===== src/rtl/sonic_obstacle_guard.sv =====
// sonic_obstacle_guard
//   Consumes the ultrasonic ranger's 6-bit distance (cm) and turns it into a
//   debounced, hysteretic obstacle flag for the motion controller.
//   Samples once per SAMPLE_PERIOD, drops zero readings, keeps a 4-sample
//   moving average, and runs a confirm/hysteresis FSM on valid averages.
//
// Optional feature: define SONIC_GUARD_STALE_EN to enable the stale-sensor
//   fault (STALE_LIMIT consecutive zero samples force obstacle=1).
//   Without it, stale is tied 0 and zero samples are simply skipped.
//
// Ports:
//   c1MHz        in   1 MHz clock, rising edge
//   rst          in   asynchronous, active-high reset
//   distance     in   [5:0] ranger output in cm, 0 = invalid
//   sample_tick  out  one-cycle pulse on the cycle distance is sampled
//   avg_distance out  [5:0] floor(mean of last 4 valid samples)
//   avg_valid    out  window holds 4 valid samples
//   obstacle     out  debounced obstacle flag
//   stale        out  stale-sensor fault (0 without SONIC_GUARD_STALE_EN)

module sonic_obstacle_guard #(
    parameter int SAMPLE_PERIOD = 100000,
    parameter int NEAR_CM       = 15,
    parameter int FAR_CM        = 20,
    parameter int CONFIRM       = 3,
    parameter int STALE_LIMIT   = 4
) (
    input  logic       c1MHz,
    input  logic       rst,
    input  logic [5:0] distance,
    output logic       sample_tick,
    output logic [5:0] avg_distance,
    output logic       avg_valid,
    output logic       obstacle,
    output logic       stale
);

    if (SAMPLE_PERIOD < 2 || SAMPLE_PERIOD > 131072 || NEAR_CM > FAR_CM ||
        FAR_CM > 63 || NEAR_CM < 0 || CONFIRM < 1 || CONFIRM > 7 ||
        STALE_LIMIT < 1 || STALE_LIMIT > 15) begin : g_bad_params
        $error("sonic_obstacle_guard: parameter out of legal range");
    end

    typedef enum logic [1:0] {
        CLEAR     = 2'd0,
        NEAR_PEND = 2'd1,
        BLOCKED   = 2'd2,
        FAR_PEND  = 2'd3
    } state_t;

    localparam logic [16:0] LP_LAST    = 17'(SAMPLE_PERIOD - 1);
    localparam logic [5:0]  LP_NEAR    = 6'(NEAR_CM);
    localparam logic [5:0]  LP_FAR     = 6'(FAR_CM);
    localparam logic [2:0]  LP_CONFIRM = 3'(CONFIRM);

    logic [16:0]     r_period;
    logic [3:0][5:0] r_win;        // [0] newest sample
    logic [2:0]      r_fill;
    logic            r_upd_pend;   // valid sample landed; average next edge
    logic            r_avg_upd;
    logic [5:0]      r_avg;
    logic            r_avg_valid;
    state_t          r_state;
    state_t          w_state_nxt;
    logic [2:0]      r_cnt;
    logic [2:0]      w_cnt_nxt;
    logic            r_obstacle;

    logic       w_tick;
    logic       w_valid_smp;
    logic       w_eval;
    logic       w_near;
    logic       w_far;
    logic       w_stale_hit;
    logic [7:0] w_sum;

    assign w_tick      = (r_period == LP_LAST);
    assign w_valid_smp = w_tick && (distance != 6'd0);

    // ---------------- period counter ----------------
    always_ff @(posedge c1MHz or posedge rst) begin
        if (rst)         r_period <= '0;
        else if (w_tick) r_period <= '0;
        else             r_period <= r_period + 17'd1;
    end

    // ---------------- sample window ----------------
    always_ff @(posedge c1MHz or posedge rst) begin
        if (rst) begin
            r_win      <= '0;
            r_fill     <= '0;
            r_upd_pend <= 1'b0;
        end else begin
            r_upd_pend <= w_valid_smp;
            if (w_valid_smp) begin
                r_win  <= {r_win[2:0], distance};
                r_fill <= (r_fill == 3'd4) ? 3'd4 : r_fill + 3'd1;
            end
        end
    end

    // ---------------- averaging ----------------
    // Unfilled entries are 0, so early averages read low; avg_valid gates them.
    assign w_sum = 8'(r_win[0]) + 8'(r_win[1]) + 8'(r_win[2]) + 8'(r_win[3]);

    always_ff @(posedge c1MHz or posedge rst) begin
        if (rst) begin
            r_avg_upd   <= 1'b0;
            r_avg       <= '0;
            r_avg_valid <= 1'b0;
        end else begin
            r_avg_upd <= r_upd_pend;
            if (r_upd_pend) begin
                r_avg       <= 6'(w_sum >> 2);
                r_avg_valid <= (r_fill == 3'd4);
            end
        end
    end

    // ---------------- stale fault ----------------
`ifdef SONIC_GUARD_STALE_EN
    localparam logic [3:0] LP_STALE_HIT = 4'(STALE_LIMIT - 1);

    logic [3:0] r_stale_cnt;
    logic       r_stale;

    // Fires once, on the tick edge where the count reaches STALE_LIMIT.
    assign w_stale_hit = w_tick && (distance == 6'd0) && (r_stale_cnt == LP_STALE_HIT);

    always_ff @(posedge c1MHz or posedge rst) begin
        if (rst) begin
            r_stale_cnt <= '0;
            r_stale     <= 1'b0;
        end else if (w_valid_smp) begin
            r_stale_cnt <= '0;
            r_stale     <= 1'b0;
        end else if (w_tick) begin
            if (r_stale_cnt != 4'd15) r_stale_cnt <= r_stale_cnt + 4'd1;
            if (w_stale_hit)          r_stale     <= 1'b1;
        end
    end

    assign stale = r_stale;
`else
    assign w_stale_hit = 1'b0;
    assign stale       = 1'b0;
`endif

    // ---------------- obstacle FSM ----------------
    assign w_eval = r_avg_upd && r_avg_valid;
    assign w_near = (r_avg < LP_NEAR);
    assign w_far  = (r_avg > LP_FAR);

    always_ff @(posedge c1MHz or posedge rst) begin
        if (rst) begin
            r_state    <= CLEAR;
            r_cnt      <= '0;
            r_obstacle <= 1'b0;
        end else begin
            r_state    <= w_state_nxt;
            r_cnt      <= w_cnt_nxt;
            r_obstacle <= (w_state_nxt == BLOCKED) || (w_state_nxt == FAR_PEND);
        end
    end

    always_comb begin
        w_state_nxt = r_state;
        w_cnt_nxt   = r_cnt;
        if (w_stale_hit) begin
            // fault overrides any same-edge average evaluation
            w_state_nxt = BLOCKED;
            w_cnt_nxt   = '0;
        end else if (w_eval) begin
            case (r_state)
                CLEAR: if (w_near) begin
                    if (LP_CONFIRM == 3'd1) begin
                        w_state_nxt = BLOCKED;
                        w_cnt_nxt   = '0;
                    end else begin
                        w_state_nxt = NEAR_PEND;
                        w_cnt_nxt   = 3'd1;
                    end
                end
                NEAR_PEND: begin
                    if (!w_near) begin
                        w_state_nxt = CLEAR;
                        w_cnt_nxt   = '0;
                    end else if (r_cnt + 3'd1 == LP_CONFIRM) begin
                        w_state_nxt = BLOCKED;
                        w_cnt_nxt   = '0;
                    end else begin
                        w_cnt_nxt = r_cnt + 3'd1;
                    end
                end
                BLOCKED: if (w_far) begin
                    if (LP_CONFIRM == 3'd1) begin
                        w_state_nxt = CLEAR;
                        w_cnt_nxt   = '0;
                    end else begin
                        w_state_nxt = FAR_PEND;
                        w_cnt_nxt   = 3'd1;
                    end
                end
                FAR_PEND: begin
                    if (!w_far) begin
                        w_state_nxt = BLOCKED;
                        w_cnt_nxt   = '0;
                    end else if (r_cnt + 3'd1 == LP_CONFIRM) begin
                        w_state_nxt = CLEAR;
                        w_cnt_nxt   = '0;
                    end else begin
                        w_cnt_nxt = r_cnt + 3'd1;
                    end
                end
                default: begin
                    w_state_nxt = CLEAR;
                    w_cnt_nxt   = '0;
                end
            endcase
        end
    end

    assign sample_tick  = w_tick;
    assign avg_distance = r_avg;
    assign avg_valid    = r_avg_valid;
    assign obstacle     = r_obstacle;

endmodule


===== config.mk =====
export PLATFORM = sky130hd
export DESIGN_NAME = sonic_obstacle_guard
export DESIGN_NICKNAME = d
export VERILOG_FILES = /design/src/rtl/sonic_obstacle_guard.sv
export SDC_FILE = /design/constraint.sdc
export NUM_CORES = 1
export LEC_CHECK = 0
export ABC_AREA = 1
export BUFFER_PORTS_ARGS = -buffer_cell sky130_fd_sc_hd__buf_4
export CORE_MARGIN = 4
export CORE_UTILIZATION = 50
export CTS_BUF_LIST = sky130_fd_sc_hd__clkbuf_2
export DETAILED_ROUTE_END_ITERATION = 6
export GPL_TIMING_DRIVEN = 0
export PLACE_DENSITY_LB_ADDON = 0.25
export SYNTH_ARGS = -nofsm -noshare
export SYNTH_HDL_FRONTEND = slang
export SYNTH_SLANG_ARGS = --single-unit
export TNS_END_PERCENT = 50

===== constraint.sdc =====
create_clock -name c1MHz -period 5.1 [get_ports c1MHz]
set_input_delay 1.53 -clock c1MHz [delete_from_list [all_inputs] [get_ports c1MHz]]
set_output_delay 1.53 -clock c1MHz [all_outputs]
set_load 0.02 [all_outputs]

==> impl_metrics.yaml <==
cells_and_area:
  nNetsFinal: 488
  drive_gt1_frac: 0.1231
  area_growth_syn_to_layout_pct: 9.896
  final_area_um2: 3821
  antennaDiodeCount: 0
clock_tree:
  root_buffer: "clkbuf_2"
  cts_tree: "built"
  path_clk_slew_ps: 160
  htreeDepth: 3
  cts-hold-fix-buffers: 0
  cts_buffers: 9
  cts_num_sinks: 59
  insertion_delay_ps: 470
  cts_setup_buffers: 0
  cts_buffer_depth: 2
  cts-resized-gates: 0
sta:
  rsz0062_at_grt: "false"
  tns_ps: 0
  timing.fmax_mhz: 285.9
  drv_slew: 0
  period_needed_ps: 3498
  fin_skew_ps: 15.65
  setup_viol: 0
  fin_crit_sh: 0.6859
  hold_viol_final: 0
placed_design:
  dp_hpwl_um: 4930
  io_buffers: 16
  gp_congestion: 0.8445
  place_area_um2: 3717
drt:
  route.detailed.drc: 0
  wl_met1_um: 3100
  drt_iter0_markers: 132
  routed_wl_um: 6405
  routed.top_layer: "met4"
  route.met3.wl_um: 287
  vias_per_cell: 5.028
  wl_met2_um: 2947
  drt-wirelength-per-cell_um: 11.80
  first_pass_iters: 6
  postRouteAntennaNets: 0
  vias: 2730
setup_path:
  crit_path_cell_trace: "ha_1, nand3_2, inv_2, nand3_4, nor2_8, buf_8, buf_4"
  cp-start-kind: "register"
  worstPathArrival_ps: 1970
  reg2reg_setup_slack_ps: 2270
  critPathCaptureType: "output port"
  rr_worst_depth: 11
  crit_required_ps: 3570
  max_stage_delay_ps: 400
  startpoint: "r_period[0]"
  timing.rr.end: "avg_distance[3]"
  critPathBufInv: 3
  crit_type: "register to output port"
  cp_max_fo: 10
  reg2reg_from: "r_win[1]"
  crit_slowest_cell: "dfrtp_1"
  crit_family: "simple AND/OR/NAND/NOR gates"
floorplan:
  dieWidth_um: 91.39
  core-area_um2: 6756
  start_util: 0.5146
  die_area_um2: 8352
  die_h_um: 91.39
  num_rows: 30
  pin_count: 18
logic_synthesis:
  syn_nets: 460
  synth_edf_count: 0
  synth.top_cell.area_share: 0.4246
  yosysWarnings: 0
  synth_largest_area_cell: "dfrtp_1"
  syn_inst: 430
  synth_ff_type: "dfrtp_1"
  yosys-top-cells-area: "dfrtp_1, nand2_1, nand3_1"
  synth_cell_types: 31
  syn-cell-area_um2: 3477
  synthArstFlopShare: 1.000
  ys_ff_latch: 59
  seq_area_frac_synth: 0.4246
  synth.avg_cell_area_um2: 8.086
power_and_ir_drop:
  p_int_mw: 0.5808
  pwr_density_cell_nw_per_um2: 200.1
  leakage_nw: 2.027
  pwr-share-comb: 0.024
  pwr-share-clk: 0.364
  ir_drop_mv: 0.1067
  netSwitchingPower_mw: 0.1837
  power_frac_seq: 0.612
  switching_share: 0.2403
global_route:
  grtUsageTotal: 0.1699
  grt_pass1_vias: 2622
  antenna_found_initial: 0
  grt_max_degree: 43
  overflow: 0
  grt_pass1_wl_um: 11640
outcome:
  status: "complete, no violations"
worst_hold_path:
  hold_class: "register to register"
  holdPathStages: 0
  holdCritStartpoint: "r_upd_pend"
  whs_endpoint: "r_avg_upd"
job:
  maxCapViolCount: 0
power by group through the flow:
stage / sequential [mW] / clock, mW / combinational (mW)
2_1_floorplan: 0.477 / 0 / 0.00923
3_3_place_gp: 0.477 / 0 / 0.0170
4_1_cts: 0.468 / 0.290 / 0.0194
5_1_grt: 0.468 / 0.311 / 0.0215
6_report: 0.468 / 0.278 / 0.0183
3_5_place_dp: 0.477 / 0 / 0.0194
area by class of cell:
| cell class | instances | area, um^2 |
|---|---|---|
| Fill cell | 621 | 2935 |
| Multi-Input combinational cell | 289 | 1649 |
| Sequential cell | 59 | 1476 |
| Inverter | 74 | 277.8 |
| Timing Repair Buffer | 17 | 140.1 |
| Tap cell | 80 | 100.1 |
| Buffer | 8 | 73.82 |
| Clock inverter | 7 | 58.81 |
| Clock buffer | 9 | 45.04 |
how the worst max path moves through the flow:
| stage | cells after the start | slack (ps) | to |
|---|---|---|---|
| 2_1_floorplan | 1 | 2110 | avg_distance[0] |
| 3_3_place_gp | 2 | 1290 | r_win[0] |
| 3_5_place_dp | 7 | 2100 | sample_tick |
| 4_1_cts | 7 | 1540 | sample_tick |
| 5_1_grt | 7 | 1430 | sample_tick |
| 6_report | 7 | 1600 | sample_tick |
synthesized netlist by cell type, types with 4 or more instances:
cell type / instances
o21ai_0: 16
fa_1: 12
inv_1: 67
a21oi_1: 12
nand2_1: 123
nor2_1: 27
ha_1: 10
nor3_1: 7
inv_2: 7
or2_2: 4
dfrtp_1: 59
xnor2_1: 4
xor2_1: 7
nand3_1: 52
registers in the layout, summed over array words and instances (netlist names):
| name | flops |
|---|---|
| avg_valid | 1 |
| r_win | 24 |
| r_cnt | 3 |
| r_period | 17 |
| r_state | 2 |
| obstacle | 1 |
| r_upd_pend | 1 |
| r_avg_upd | 1 |
| r_fill | 3 |
| avg_distance | 6 |
cell families after synthesis:
| family | synth area share |
|---|---|
| and+or+nand+nor | 0.2936 |
| DFF | 0.4246 |
| AOI/OAI and AO/OA | 0.04678 |
| adders and majority gates | 0.1051 |
| buffers and inverters | 0.1011 |
| xor gates and xnor gates | 0.02771 |
| other | 0.001078 |
cells in the final DEF, fill, tap and decap left out, types with 2 or more instances in the layout:
master / netlist / layout
a21oi_1: 12 / 12
buf_2: 2 / 2
or2_2: 4 / 4
nand3_1: 52 / 52
nor3_1: 7 / 7
inv_2: 7 / 8
fa_1: 12 / 12
ha_1: 10 / 10
nand2_1: 123 / 123
clkinv_2: 0 / 2
xor2_1: 7 / 7
nor2_1: 27 / 27
o21ai_0: 16 / 16
dfrtp_1: 59 / 59
buf_4: 1 / 17
o31ai_1: 2 / 2
buf_6: 2 / 2
inv_1: 67 / 66
xnor2_1: 4 / 4
nor3_4: 2 / 2
clkinv_1: 0 / 3
nand4_1: 2 / 2
clkbuf_2: 0 / 9
buf_8: 2 / 2
metrics by stage:
stage | hold slack, ps | worst slack (ps) | power, mW | util | std cells
2_1_floorplan | 408.1 | 2114 | 0.4859 | - | 430
3_3_place_gp | 453.9 | 1293 | 0.4938 | 0.5472 | 526
3_5_place_dp | 452.1 | 2102 | 0.4960 | 0.5502 | 527
4_1_cts | 486.7 | 1541 | 0.7772 | 0.5656 | 543
5_1_grt | 520.2 | 1434 | 0.8012 | 0.5656 | 543
6_report | 478.0 | 1602 | 0.7646 | 0.5656 | 543
layer usage:
layer	vias up	global-route usage
met2	54	0.2678
met4	0	0.07161
met5	-	0
met3	7	0.02568
met1	1276	0.2327
li1	1393	-
(Power assumes the default switching activity.)
